`src/rtl/pmul_row_seq.sv`:
```
// Row sequencer for the 3-lane pmul: issues the three window/kernel rows, accumulates the psums.
// Optional WAIT timeout is built only when PMUL_TIMEOUT_EN is defined.
module pmul_row_seq #(
    parameter int WIDTH     = 8,
    parameter int ACC_WIDTH = WIDTH + 2,
    parameter int MIN_WAIT  = 1,
    parameter int TIMEOUT   = 64
) (
    input  logic                   clk,
    input  logic                   rst,
    input  logic [9*WIDTH-1:0]     in_win,
    input  logic [9*WIDTH-1:0]     in_kern,
    input  logic                   in_valid,
    output logic                   in_ready,
    output logic                   pm_update,
    output logic [WIDTH-1:0]       pm_data2,
    output logic [WIDTH-1:0]       pm_data1,
    output logic [WIDTH-1:0]       pm_data0,
    output logic [WIDTH-1:0]       pm_weight2,
    output logic [WIDTH-1:0]       pm_weight1,
    output logic [WIDTH-1:0]       pm_weight0,
    input  logic [WIDTH-1:0]       pm_psum,
    input  logic                   pm_psum_vld,
    output logic [ACC_WIDTH-1:0]   out_sum,
    output logic                   out_valid,
    input  logic                   out_ready,
    output logic                   out_err
);

    localparam int CNT_W = $clog2(TIMEOUT + MIN_WAIT + 2);
    localparam logic [CNT_W-1:0] MIN_WAIT_C = CNT_W'(MIN_WAIT);
`ifdef PMUL_TIMEOUT_EN
    localparam logic [CNT_W-1:0] TIMEOUT_C = CNT_W'(TIMEOUT);
`endif

    typedef enum logic [1:0] {IDLE, ISSUE, WAIT, DONE} state_t;

    state_t                 state_reg, state_next;
    logic [9*WIDTH-1:0]     win_reg, kern_reg;
    logic [1:0]             row_reg, row_next;
    logic [ACC_WIDTH-1:0]   acc_reg, acc_next;
    logic [CNT_W-1:0]       cnt_reg, cnt_next;
    logic [3*WIDTH-1:0]     pm_data_reg, pm_weight_reg;
`ifdef PMUL_TIMEOUT_EN
    logic                   err_reg, err_next;
`endif

    logic                   load_en, load_from_in, accept;
    logic [1:0]             load_row;
    logic [9*WIDTH-1:0]     src_win, src_kern;
    logic [3*WIDTH-1:0]     row_data, row_weight;

    // Row operands are loaded on the edge that enters ISSUE, so they are already valid with the pulse.
    assign src_win  = load_from_in ? in_win  : win_reg;
    assign src_kern = load_from_in ? in_kern : kern_reg;

    genvar gi;
    generate
        for (gi = 0; gi < 3; gi++) begin : g_col
            assign row_data[gi*WIDTH +: WIDTH]   = src_win[WIDTH*(3*int'(load_row) + gi) +: WIDTH];
            assign row_weight[gi*WIDTH +: WIDTH] = src_kern[WIDTH*(3*int'(load_row) + gi) +: WIDTH];
        end
    endgenerate

    assign accept = (state_reg == WAIT) && pm_psum_vld && (cnt_reg >= MIN_WAIT_C);

    always_ff @(posedge clk) begin
        if (rst) state_reg <= IDLE;
        else     state_reg <= state_next;
    end

    always_comb begin
        state_next   = state_reg;
        row_next     = row_reg;
        acc_next     = acc_reg;
        cnt_next     = cnt_reg;
        load_en      = 1'b0;
        load_from_in = 1'b0;
        load_row     = row_reg;
`ifdef PMUL_TIMEOUT_EN
        err_next     = err_reg;
`endif
        case (state_reg)
            IDLE: begin
                if (in_valid) begin
                    state_next   = ISSUE;
                    row_next     = 2'd0;
                    acc_next     = '0;
                    load_en      = 1'b1;
                    load_from_in = 1'b1;
                    load_row     = 2'd0;
`ifdef PMUL_TIMEOUT_EN
                    err_next     = 1'b0;
`endif
                end
            end
            ISSUE: begin
                cnt_next   = '0;
                state_next = WAIT;
            end
            WAIT: begin
                // Saturate so a long stall can never wrap back into the blanking window.
                cnt_next = (cnt_reg == '1) ? cnt_reg : cnt_reg + 1'b1;
                if (accept) begin
                    acc_next = acc_reg + ACC_WIDTH'(pm_psum);
                    if (row_reg == 2'd2) begin
                        state_next = DONE;
                    end else begin
                        row_next   = row_reg + 2'd1;
                        load_en    = 1'b1;
                        load_row   = row_reg + 2'd1;
                        state_next = ISSUE;
                    end
                end
`ifdef PMUL_TIMEOUT_EN
                else if (cnt_reg >= TIMEOUT_C) begin
                    acc_next   = '0;
                    err_next   = 1'b1;
                    state_next = DONE;
                end
`endif
            end
            DONE: begin
                if (out_ready) begin
                    state_next = IDLE;
`ifdef PMUL_TIMEOUT_EN
                    err_next   = 1'b0;
`endif
                end
            end
            default: state_next = IDLE;
        endcase
    end

    always_ff @(posedge clk) begin
        if (rst) begin
            win_reg       <= '0;
            kern_reg      <= '0;
            row_reg       <= '0;
            acc_reg       <= '0;
            cnt_reg       <= '0;
            pm_data_reg   <= '0;
            pm_weight_reg <= '0;
`ifdef PMUL_TIMEOUT_EN
            err_reg       <= 1'b0;
`endif
        end else begin
            row_reg <= row_next;
            acc_reg <= acc_next;
            cnt_reg <= cnt_next;
`ifdef PMUL_TIMEOUT_EN
            err_reg <= err_next;
`endif
            if (load_from_in) begin
                win_reg  <= in_win;
                kern_reg <= in_kern;
            end
            if (load_en) begin
                pm_data_reg   <= row_data;
                pm_weight_reg <= row_weight;
            end
        end
    end

    assign in_ready   = (state_reg == IDLE);
    assign pm_update  = (state_reg == ISSUE);
    assign out_valid  = (state_reg == DONE);
    assign out_sum    = acc_reg;
    assign pm_data0   = pm_data_reg[0*WIDTH +: WIDTH];
    assign pm_data1   = pm_data_reg[1*WIDTH +: WIDTH];
    assign pm_data2   = pm_data_reg[2*WIDTH +: WIDTH];
    assign pm_weight0 = pm_weight_reg[0*WIDTH +: WIDTH];
    assign pm_weight1 = pm_weight_reg[1*WIDTH +: WIDTH];
    assign pm_weight2 = pm_weight_reg[2*WIDTH +: WIDTH];
`ifdef PMUL_TIMEOUT_EN
    assign out_err    = err_reg;
`else
    assign out_err    = 1'b0;
`endif

endmodule
```
`config.mk`:
```
export PLATFORM = sky130hd
export DESIGN_NAME = pmul_row_seq
export DESIGN_NICKNAME = d
export VERILOG_FILES = /design/src/rtl/pmul_row_seq.sv
export SDC_FILE = /design/constraint.sdc
export NUM_CORES = 1
export LEC_CHECK = 0
export CAP_MARGIN = 20
export CORE_AREA = 2 2 179 181
export DETAILED_ROUTE_END_ITERATION = 8
export DIE_AREA = 0 0 181 183
export MAX_ROUTING_LAYER = met4
export PLACE_DENSITY_LB_ADDON = 0.25
export SLEW_MARGIN = 20
export SYNTH_ARGS = -nofsm -noshare
export SYNTH_HDL_FRONTEND = slang
export SYNTH_SLANG_ARGS = --single-unit
```
`constraint.sdc`:
```
create_clock -name clk -period 9 [get_ports clk]
set_input_delay 1.35 -clock clk [delete_from_list [all_inputs] [get_ports clk]]
set_output_delay 1.35 -clock clk [all_outputs]
set_load 0.03 [all_outputs]
```
==> flow_results.org, run 1 <==
** Run status
- Result of the run :: finished clean

** GRT
- The number of antenna violations at the first check in global routing came to 5.
- Vias in the first global route :: 7657
- Summed over all layers, the global routing overflow is 0.
- Global-route wire length before repair :: 42600 µm
- Entering global routing, the biggest net connects 155 pins.
- In the global route stage, overall resource usage came out at 0.167.

** Timing
- Worst Skew :: 0.0113 ns
- Hold_ws :: 0.459 ns
- Static timing analysis puts the maximum clock frequency at 212 MHz.
- Final Max Tran Viols :: 0
- RSZ-0062 raised after global routing :: no
- The worst path in the final design needs a cycle of 4.72 ns, including I/O delays and setup.
- Slew @ Worst Pin :: 1.12 ns
- Final number of hold-violating endpoints :: 0
- Total negative slack for setup checks :: 0 ns
- Setup violations remaining at the end of the flow were counted as 0.
- Dividing the final minimum period by the clock period gives 0.524.
- The worst pin sits at a relative slew slack of 0.254.

** Yosys
- Yosys warning total :: 0
- The share of the Yosys chip area taken by registers is 0.463.
- Among all flip-flop cells after synthesis, the most frequent one is sky130_fd_sc_hd__dfxtp_1.
- Synthesis produced a netlist whose cell count is 1036.
- Counting every net in the synthesized netlist gives 1207.
- Avg Synthesized Cell Area :: 8.89 µm²
- The netlist uses 55 different library cells.
- Counting flops with a built-in enable in the synthesized netlist gives 0.
- Flip-flop and latch count after synthesis :: 213
- The cell area that synthesis handed to floorplanning was 9210 µm².
- Share of flip-flops with an asynchronous set or reset :: 0

** Clock network
- TritonCTS built the clock tree.
- After clock tree synthesis, the clock-pin slew on the worst setup and hold paths is 0.06 ns.
- Cts repair resizes :: 0
- Maximum level of the CTS H-tree :: 1
- The clock passes through at most 3 buffers.
- For this design, the CTS-stage hold fixing added 0 buffers.
- The clock net in this run drives a total of 213 sinks.
- For the worst-skew pair, the clock arrives at the later sink with an insertion delay of 0.52 ns.
- Post-CTS repair timing setup buffer count :: 0
- CTS Root Buffer Type :: sky130_fd_sc_hd__clkbuf_16
- Num CTS Buffers :: 25

** Layout
- Layout-stage area growth over the synthesis result :: 35.9%
- Filler cells :: 3148
- Once layout is done, the placed cells without fillers occupy 12500 µm².
- Of the cells placed in the final design, the portion with a size suffix greater than 1 is 0.0644.
- Leaving out filler cells and counting taps, the final layout contains 1634.
- For this run, the post-layout net count is 1380.

** Die
- The die covers 33100 µm².
- The initial utilization of the core area, before any placement, comes to 0.295.
- Die height :: 183 µm
- The total area inside the core boundary comes to 31200 µm².
- 219 I/O pins were placed.
- Total number of placement rows :: 65
- The floorplan step set the die width to 181 µm.

** Routing
- The routed design has 27700 µm of wire.
- Number of iterations in the first detailed-routing pass :: 4
- In the final routed layout, each cell accounts on average for 17.0 µm.
- The first routing iteration left 363 violations.
- In this run the remaining antenna-violating nets after routing total 0.
- Drt via density :: 4.82
- For this run, design rule violations remaining after detail routing come to 0.
- Via count of the routed design :: 7874

** Power and ir drop
- Peak supply drop :: 0.0000877 V
- Power per cell area :: 205 nW/µm²
- Overall Power :: 2.57 mW
- For this design the static power due to leakage is 4.95 nW.

** Place
- Port bufs :: 217
- Gp weighted congestion :: 0.808
- Total instance count after detailed placement :: 1583
- Post-detail-place hpwl :: 18500 µm
- Placement Cell Area :: 11600 µm²

** Job
- Across the run, the number of max-cap violations was 0.

** Setup path
- In this run the worst path has a maximum fanout of 154.
- For the worst setup path, the data required time is 9.46 ns.
- The most critical setup path has its endpoint at pm_data_reg[14]$_SDFFE_PP0P_.
- In this run the critical register-to-register path is launched from state_reg[1]$_SDFFE_PP0P_.
- Sort of element at the start of the critical path :: input pin
- Register-to-register setup slack :: 4.91 ns
- The worst register-to-register path ends at pm_data_reg[15]$_SDFFE_PP0P_.
- Number of cells traversed by the worst register-to-register path :: 10
- The critical path is of the input pin to register type.
- The worst setup path is captured at a register.
- CP Launch Point :: in_valid
- Data arrives at the worst endpoint at 5.18 ns.

** Min path
- The min-delay analysis places its worst path in the category register to register.
kinds of logic (layout without fill, tap and decap cells):
family,Yosys count,in the layout,synth area share
adder cells (fa/ha/maj),14,14,0.0198
multiplexers,150,150,0.165
buffers and inverters,88,279,0.0431
AO/OA/AOI/OAI,169,169,0.115
other,1,6,0.000407
XOR/XNOR,5,5,0.00476
flip-flops,213,213,0.463
AND/OR/NAND/NOR,396,396,0.189
final cells by class:
| cell class | count | area (µm²) | area share |
|---|---|---|---|
| sequential | 213 | 4260 | 0.341 |
| clock inverter | 9 | 148 | 0.0118 |
| multi-input combinational | 735 | 4570 | 0.365 |
| antenna | 5 | 12.5 | 0.00100 |
| timing repair buffer | 225 | 2240 | 0.179 |
| clock buffer | 36 | 737 | 0.0589 |
| tap | 402 | 503 | 0.0402 |
| inverter | 9 | 33.8 | 0.00270 |
cells in the mapped netlist, types with 5 or more instances:
| library cell | n | area, µm² |
|---|---|---|
| sky130_fd_sc_hd__dfxtp_1 | 213 | 4260 |
| sky130_fd_sc_hd__nor2_1 | 189 | 709 |
| sky130_fd_sc_hd__mux2i_1 | 136 | 1360 |
| sky130_fd_sc_hd__nand2_1 | 91 | 342 |
| sky130_fd_sc_hd__nor3_1 | 46 | 230 |
| sky130_fd_sc_hd__clkbuf_1 | 45 | 169 |
| sky130_fd_sc_hd__o21ai_1 | 38 | 190 |
| sky130_fd_sc_hd__a21oi_1 | 37 | 185 |
| sky130_fd_sc_hd__a31oi_1 | 34 | 213 |
| sky130_fd_sc_hd__buf_2 | 26 | 130 |
| sky130_fd_sc_hd__a211oi_1 | 24 | 180 |
| sky130_fd_sc_hd__nor2b_1 | 20 | 125 |
| sky130_fd_sc_hd__mux2_2 | 14 | 158 |
| sky130_fd_sc_hd__ha_1 | 13 | 163 |
| sky130_fd_sc_hd__o21ai_0 | 13 | 65.1 |
| sky130_fd_sc_hd__nand3_1 | 9 | 45.0 |
| sky130_fd_sc_hd__or2_0 | 8 | 50.1 |
| sky130_fd_sc_hd__inv_1 | 7 | 26.3 |
| sky130_fd_sc_hd__nand4b_1 | 6 | 52.6 |
| sky130_fd_sc_hd__a211o_1 | 5 | 43.8 |
| sky130_fd_sc_hd__nor4_1 | 5 | 31.3 |
through the flow:
stage | util | setup slack, ns
after CTS | 0.400 | 4.02
after floorplan | - | 5.44
after detailed placement | 0.372 | 3.49
after global placement | 0.372 | 3.53
after global routing | 0.401 | 4.05
final | 0.401 | 4.28
worst min path at each step:
stage | to | cells past startpoint | from | slack, ns
after floorplan | win_reg[35]$_SDFF_PP0_ | 2 | win_reg[35]$_SDFF_PP0_ | 0.44
after global placement | win_reg[11]$_SDFF_PP0_ | 2 | win_reg[11]$_SDFF_PP0_ | 0.45
after detailed placement | win_reg[13]$_SDFF_PP0_ | 2 | win_reg[13]$_SDFF_PP0_ | 0.45
after CTS | win_reg[13]$_SDFF_PP0_ | 2 | win_reg[13]$_SDFF_PP0_ | 0.46
after global routing | win_reg[13]$_SDFF_PP0_ | 2 | win_reg[13]$_SDFF_PP0_ | 0.47
final | win_reg[11]$_SDFF_PP0_ | 2 | win_reg[11]$_SDFF_PP0_ | 0.46
critical path, stage by stage:
cell and delay [ns]:
sky130_fd_sc_hd__clkdlybuf4s50_1 0.50, sky130_fd_sc_hd__nor3b_2 0.24, sky130_fd_sc_hd__buf_12 0.68, sky130_fd_sc_hd__nor2_1 0.08
sky130_fd_sc_hd__a21o_2 0.24, sky130_fd_sc_hd__buf_4 0.30, sky130_fd_sc_hd__ha_1 0.31, sky130_fd_sc_hd__nor4_1 0.27
sky130_fd_sc_hd__a22oi_1 0.22, sky130_fd_sc_hd__or2_2 0.44, sky130_fd_sc_hd__nor4_1 0.31, sky130_fd_sc_hd__a211o_1 0.14
layer usage:
| metal | part of all wire | global-route usage |
|---|---|---|
| met1 | 0.45 | 0.209 |
| met2 | 0.46 | 0.267 |
| met3 | 0.070 | 0.0437 |
| met4 | 0.021 | 0.0452 |
| met5 | 0 | - |
layout by cell type (no fill, tap or decap), types with 5 or more instances in the layout:
cell / n
sky130_fd_sc_hd__dfxtp_1: 213
sky130_fd_sc_hd__nand2_1: 91
sky130_fd_sc_hd__nor4_1: 5
sky130_fd_sc_hd__inv_1: 7
sky130_fd_sc_hd__nor3_1: 46
sky130_fd_sc_hd__mux2_2: 14
sky130_fd_sc_hd__o21ai_0: 13
sky130_fd_sc_hd__o21ai_1: 37
sky130_fd_sc_hd__clkbuf_16: 25
sky130_fd_sc_hd__a211oi_1: 24
sky130_fd_sc_hd__buf_4: 6
sky130_fd_sc_hd__nor2_1: 189
sky130_fd_sc_hd__clkbuf_8: 7
sky130_fd_sc_hd__a21oi_1: 37
sky130_fd_sc_hd__a31oi_1: 34
sky130_fd_sc_hd__ha_1: 13
sky130_fd_sc_hd__clkdlybuf4s50_1: 216
sky130_fd_sc_hd__mux2i_1: 135
sky130_fd_sc_hd__nand4b_1: 6
sky130_fd_sc_hd__diode_2: 5
sky130_fd_sc_hd__or2_0: 8
sky130_fd_sc_hd__nand3_1: 9
sky130_fd_sc_hd__nor2b_1: 20
sky130_fd_sc_hd__a211o_1: 5
where the power goes:
part / internal (mW) / total, mW / switching, mW
Combinational: 0.205 / 0.443 / 0.238
Sequential: 1.01 / 1.04 / 0.0294
Clock: 0.680 / 1.08 / 0.400
Total: 1.90 / 2.57 / 0.668
No activity file was read; power rests on OpenSTA's default activity.
==> inputs of run 2 (changes only) <==
==> constraint.sdc (replaced) <==
create_clock -name clk -period 4.15 [get_ports clk]
set_input_delay 0.6225 -clock clk [delete_from_list [all_inputs] [get_ports clk]]
set_output_delay 0.6225 -clock clk [all_outputs]
set_load 0.03 [all_outputs]
==> flow_results.org, run 2 (synthesis results as in run 1) <==
** Layout
- Final core utilization :: 0.400
- Layout cell share with drive strength beyond 1 :: 0.0673
- The finished layout holds 1637 standard cells, fillers aside.
- Commonest non-fill, non-tap cell in the layout :: sky130_fd_sc_hd__clkdlybuf4s50_1
- Final design area excluding fillers :: 12500 µm²
- Leaving out fill and tap cells, the most frequent cells in the layout are 216 x sky130_fd_sc_hd__clkdlybuf4s50_1, 213 x sky130_fd_sc_hd__dfxtp_1, 189 x sky130_fd_sc_hd__nor2_1.
- Layout-stage area growth over the synthesis result :: 35.7%
- Number of nets in the finished design :: 1387

** Die
- The core region is 31200 µm².
- 219 I/O pins were placed.
- Die height :: 183 µm
- The floorplan step set the die width to 181 µm.
- Starting Density :: 0.295
- Total die area :: 33100 µm²
- Total number of placement rows :: 65

** Timing
- In the final timing run, aggregate negative setup slack is 0 ns.
- Hold_ws :: 0.456 ns
- Upper clock frequency limit :: 295 MHz
- The max-slew violation count is 0.
- Dividing the final minimum period by the clock period gives 0.817.
- Clock period minus final worst setup slack :: 3.39 ns
- Slew @ Worst Pin :: 0.946 ns
- Fin worst setup slack :: 0.758 ns
- Remaining max-slew budget at the tightest pin :: 0.369
- The clock arrives with 0.0131 ns of skew.
- Setup violations remaining at the end of the flow were counted as 0.
- RSZ-0062 raised after global routing :: no
- Final number of hold-violating endpoints :: 0

** Clock network
- Post-CTS repair timing setup buffer count :: 0
- Hold-fix buffers, CTS :: 0
- Clock latency at the later pin of the worst-skew pair :: 0.52 ns
- Num CTS Buffers :: 25
- TritonCTS built the clock tree.
- Cts repair resizes :: 0
- The cell sitting at the root of the clock tree is a sky130_fd_sc_hd__clkbuf_16.
- In this run the number of H-tree levels came out at 1.
- The clock drives 213 sinks.
- Clock-pin slew was measured on the worst setup and hold paths at 0.06 ns.
- Largest buffer count on any clock path :: 3

** Power and ir drop
- The analysis attributes to cell leakage a power of 4.95 nW.
- Overall Power :: 5.39 mW
- The worst-case IR drop observed on VDD is 0.000408 V.
- Power per cell area :: 432 nW/µm²

** Setup path
- Class of the most critical setup path :: register to register
- The worst setup path is launched from a register.
- Arrival time worst endpoint :: 3.84 ns
- The worst setup path is captured at a register.
- For the worst setup path, the data required time is 4.60 ns.
- Register-to-register setup slack :: 0.76 ns
- In this run the worst path has a maximum fanout of 12.

** Job
- The tool flagged a number of max-cap violations equal to 0.

** GRT
- The first global-routing pass estimated 43200 µm of wire.
- For this run, the total global-route usage over all layers was measured as 0.168.
- Pin count of the biggest net entering global routing :: 124
- Vias in the first global route :: 7686
- Number of antenna violations at the first check in global routing :: 2
- Total grt overflow :: 0

** Routing
- Routed wire length :: 27800 µm
- In this run the remaining antenna-violating nets after routing total 0.
- Drt via density :: 4.81
- The detailed router finished its first iteration with 422 violations.
- Drt drc :: 0
- In the final routed layout, each cell accounts on average for 17.0 µm.
- Number of iterations in the first detailed-routing pass :: 4
- Via count of the routed design :: 7881

** Place
- Buffers placed on the I/O ports in this run total 217.
- Pre-CTS WS :: 0.754 ns
- After detailed placement, the total cell area comes to 11700 µm².
- Post-detail-place hpwl :: 19100 µm
- After detailed placement, the design holds a cell count of 1591.
- At the end of routability-driven placement, the weighted congestion stood at 0.814.

** Min path
- In this run the worst hold path is classified as register to register.

** Run status
- The run finished with clean final reports.
==> run 2: worst paths after layout <==
| path | startpoint | depth (start not counted) | endpoint |
|---|---|---|---|
| setup / recovery | cnt_reg[1]$_SDFFE_PP0P_ | 11 | pm_data_reg[14]$_SDFFE_PP0P_ |
| hold / removal | win_reg[39]$_SDFF_PP0_ | 2 | win_reg[39]$_SDFF_PP0_ |
| setup reg to reg | cnt_reg[1]$_SDFFE_PP0P_ | 11 | pm_data_reg[14]$_SDFFE_PP0P_ |
| hold reg to reg | win_reg[39]$_SDFF_PP0_ | 2 | win_reg[39]$_SDFF_PP0_ |
==> run 2: critical path, cell delays in order, from the launching register on <==
cell and delay, ns:
sky130_fd_sc_hd__dfxtp_1 0.38, sky130_fd_sc_hd__inv_1 0.06, sky130_fd_sc_hd__ha_1 0.17, sky130_fd_sc_hd__or4_4 0.45, sky130_fd_sc_hd__o2111a_1 0.46, sky130_fd_sc_hd__a21o_2 0.30, sky130_fd_sc_hd__ha_1 0.21, sky130_fd_sc_hd__nor4_1 0.29
sky130_fd_sc_hd__a22oi_1 0.16, sky130_fd_sc_hd__or2_2 0.37, sky130_fd_sc_hd__nor4_1 0.33, sky130_fd_sc_hd__a211o_1 0.14
==> run 2: power breakdown <==
part | leakage, nW | internal (mW) | total [mW] | switching (mW)
logic | 2.80 | 0.444 | 0.959 | 0.515
clock network | 0.400 | 1.32 | 2.18 | 0.858
registers | 1.75 | 2.20 | 2.26 | 0.0615
==> run 2: cell type report <==
class / instances / area, µm²
Fill cell: 3184 / 18700
Multi-Input combinational cell: 735 / 4570
Sequential cell: 213 / 4260
Timing Repair Buffer: 232 / 2300
Clock buffer: 36 / 717
Tap cell: 402 / 503
Clock inverter: 8 / 96.3
Inverter: 9 / 33.8
Antenna cell: 2 / 5.00
==> run 2: per-layer routing <==
layer	GRT usage	wire (µm)
met1	0.209	12500
met2	0.270	12800
met3	0.0492	2000
met4	0.0377	558
met5	-	0
==> inputs of run 3 (changes only) <==
==> constraint.sdc (replaced) <==
create_clock -name clk -period 3.2 [get_ports clk]
set_input_delay 0.48 -clock clk [delete_from_list [all_inputs] [get_ports clk]]
set_output_delay 0.48 -clock clk [all_outputs]
set_load 0.03 [all_outputs]
==> flow_results.org, run 3 (synthesis results as in run 1) <==
** Run status
- Result of the run :: finished clean

** Setup path
- Total number of cells along the worst setup path :: 11
- The number of buffers and inverters on the critical path is 1.
- At the worst endpoint, the required time is 3.66 ns.
- Class of the most critical setup path :: register to register
- The worst setup path is launched from a register.
- Category of cells accounting for the largest share of critical-path delay :: simple AND/OR/NAND/NOR gates
- The largest single stage delay on the critical path is 0.45 ns.
- Number of cells traversed by the worst register-to-register path :: 11
- Cells along the critical path :: inv_1 -> ha_1 -> or4_4 -> o211ai_4 -> mux2_2 -> ha_1 -> nor4_1 -> a22oi_1 -> or2_4 -> nor4_1 -> a211o_1
- STA classifies the critical path endpoint as a register.
- Slowest CP cell :: sky130_fd_sc_hd__or4_4
- Register-to-register setup slack :: 0.20 ns
- Max Fanout on Critical Path :: 5
- At the worst endpoint, the arrival time is 3.46 ns.

** Timing
- Slew @ Worst Pin :: 1.02 ns
- Timing would allow up to 333 MHz.
- The max-slew violation count was 0.
- Clock period minus final worst setup slack :: 3.00 ns
- RSZ-0062 raised after global routing :: no
- The final hold violation count is 0.
- Worst Skew :: 0.0193 ns
- Headroom to the max-slew limit came out at 0.323.
- Final cycle utilization of the critical path :: 0.939
- Number of setup violations in the final report :: 0
- Total negative slack for setup checks :: 0 ns

** Die
- After floorplanning, the core was divided into 65 placement rows.
- Total die area :: 33100 µm²
- Starting Density :: 0.295
- Core Region :: 31200 µm²
- Horizontal extent of the die :: 181 µm
- IO Pins :: 219
- The die is 183 µm tall.

** Routing
- Routed wire length :: 28300 µm
- The first detailed-routing pass took 6 iterations.
- After detailed routing, the number of remaining DRC violations is 0.
- In this run, the number of DRC markers left after iteration 0 of detailed routing was 373.
- In the final routed layout, each cell accounts on average for 17.1 µm.
- Using the TritonRoute via totals, the vias-per-cell ratio works out to 4.79.
- The routed layout has 7950 vias.
- Count of nets left with antenna violations after detail routing :: 0

** Clock network
- The root buffer cell chosen for the clock tree is sky130_fd_sc_hd__clkbuf_16.
- Largest buffer count on any clock path :: 3
- Num CTS Buffers :: 25
- TritonCTS built the clock tree.
- CTS built an H-tree with a depth of 1.
- Clock latency at the later pin of the worst-skew pair :: 0.52 ns
- Clock slew at the register clock pins of the worst setup and hold paths :: 0.06 ns
- For this design, the sink count on the clock tree is 213.

** Power and ir drop
- In this run the power spent charging and discharging nets is 1.88 mW.
- Cell internal power was estimated by the tool at 5.13 mW.
- Share of power burned in the clock network :: 0.402
- The share of total power dissipated in sequential elements is 0.417.
- Power spread over the standard cell area amounts to 552 nW/µm².
- Power share of the combinational group :: 0.181
- The analysis attributes to cell leakage a power of 5.04 nW.
- The worst-case IR drop observed on VDD is 0.000388 V.
- Of the total power, the share spent switching nets is 0.268.

** Place
- Post-detail-place hpwl :: 19700 µm
- Routability-driven placement finished with a final weighted congestion of 0.826.
- Once placement finished, the instance area stood at 11800 µm².
- Port bufs :: 217

** GRT
- The via count of the first global-routing pass is 7729.
- Pin count of the biggest net entering global routing :: 89
- The number of antenna violations at the first check in global routing came to 6.
- The first global-routing pass estimated 43700 µm of wire.
- Total grt overflow :: 0
- Total global routing track utilization :: 0.170

** Job
- Across the run, the number of max-cap violations was 0.

** Layout
- Layout cell share with drive strength beyond 1 :: 0.0809
- In the layout the commonest cells are 216 x sky130_fd_sc_hd__clkdlybuf4s50_1, 212 x sky130_fd_sc_hd__dfxtp_1, 189 x sky130_fd_sc_hd__nor2_1.
- Final design area excluding fillers :: 12700 µm²
- The area growth from synthesis to layout is 37.8%.
- Number of nets in the finished design :: 1402
- Leaving out fill and tap cells, the most frequent cell in the layout is sky130_fd_sc_hd__clkdlybuf4s50_1.

** Min path
- Hold Path Class :: input pin to register
- Hold depth :: 2
-- run 3: per-stage QoR --
| step | hold slack, ns | setup WS [ns] | util | power (mW) | cells |
|---|---|---|---|---|---|
| 6_report | 0.351 | 0.195 | 0.406 | 7.00 | 1658 |
| 5_1_grt | 0.385 | 0.0264 | 0.406 | 7.34 | 1656 |
| 4_1_cts | 0.346 | 0.0436 | 0.405 | 7.11 | 1650 |
| 3_5_place_dp | 0.445 | 0.0852 | 0.379 | 4.25 | 1606 |
| 3_3_place_gp | 0.438 | 0.159 | 0.379 | 4.24 | 1606 |
| 2_1_floorplan | 0.436 | 0.0948 | - | 3.73 | 1036 |
-- run 3: power groups by stage --
stage               Clock [mW]  Combinational, mW  Sequential (mW)
detailed placement           0               1.27             2.98
CTS                       2.91               1.28             2.92
floorplan                    0              0.650             3.08
finish                    2.82               1.27             2.92
global route              3.01               1.38             2.94
global placement             0               1.27             2.98
-- run 3: area by class of cell --
cell class	instances	area, µm²
Fill cell	3142	18500
Multi-Input combinational cell	735	4580
Sequential cell	213	4270
Timing Repair Buffer	247	2470
Clock buffer	34	699
Tap cell	402	503
Clock inverter	10	113
Inverter	9	33.8
Antenna cell	8	20.0
-- run 3: per-layer routing --
metal,global-route usage,routed length (µm),part of all wire
met5,-,0,0
met3,0.0530,2360,0.083
met4,0.0393,446,0.016
met1,0.211,12500,0.44
met2,0.273,13000,0.46
-- run 3: timing repair --
action / in CTS / in global routing
buffers inserted: 0 / 0
setup endpoints to repair: 0 / 3
hold buffers: 0 / 0
resized for setup: 0 / 3
-- run 3: worst paths after layout --
| path | startpoint | endpoint |
|---|---|---|
| max reg2reg | cnt_reg[1]$_SDFFE_PP0P_ | pm_data_reg[13]$_SDFFE_PP0P_ |
| max | cnt_reg[1]$_SDFFE_PP0P_ | pm_data_reg[13]$_SDFFE_PP0P_ |
| min | rst | out_sum[4]$_SDFFE_PP0P_ |
| min reg2reg | pm_data_reg[10]$_SDFFE_PP0P_ | pm_data_reg[10]$_SDFFE_PP0P_ |
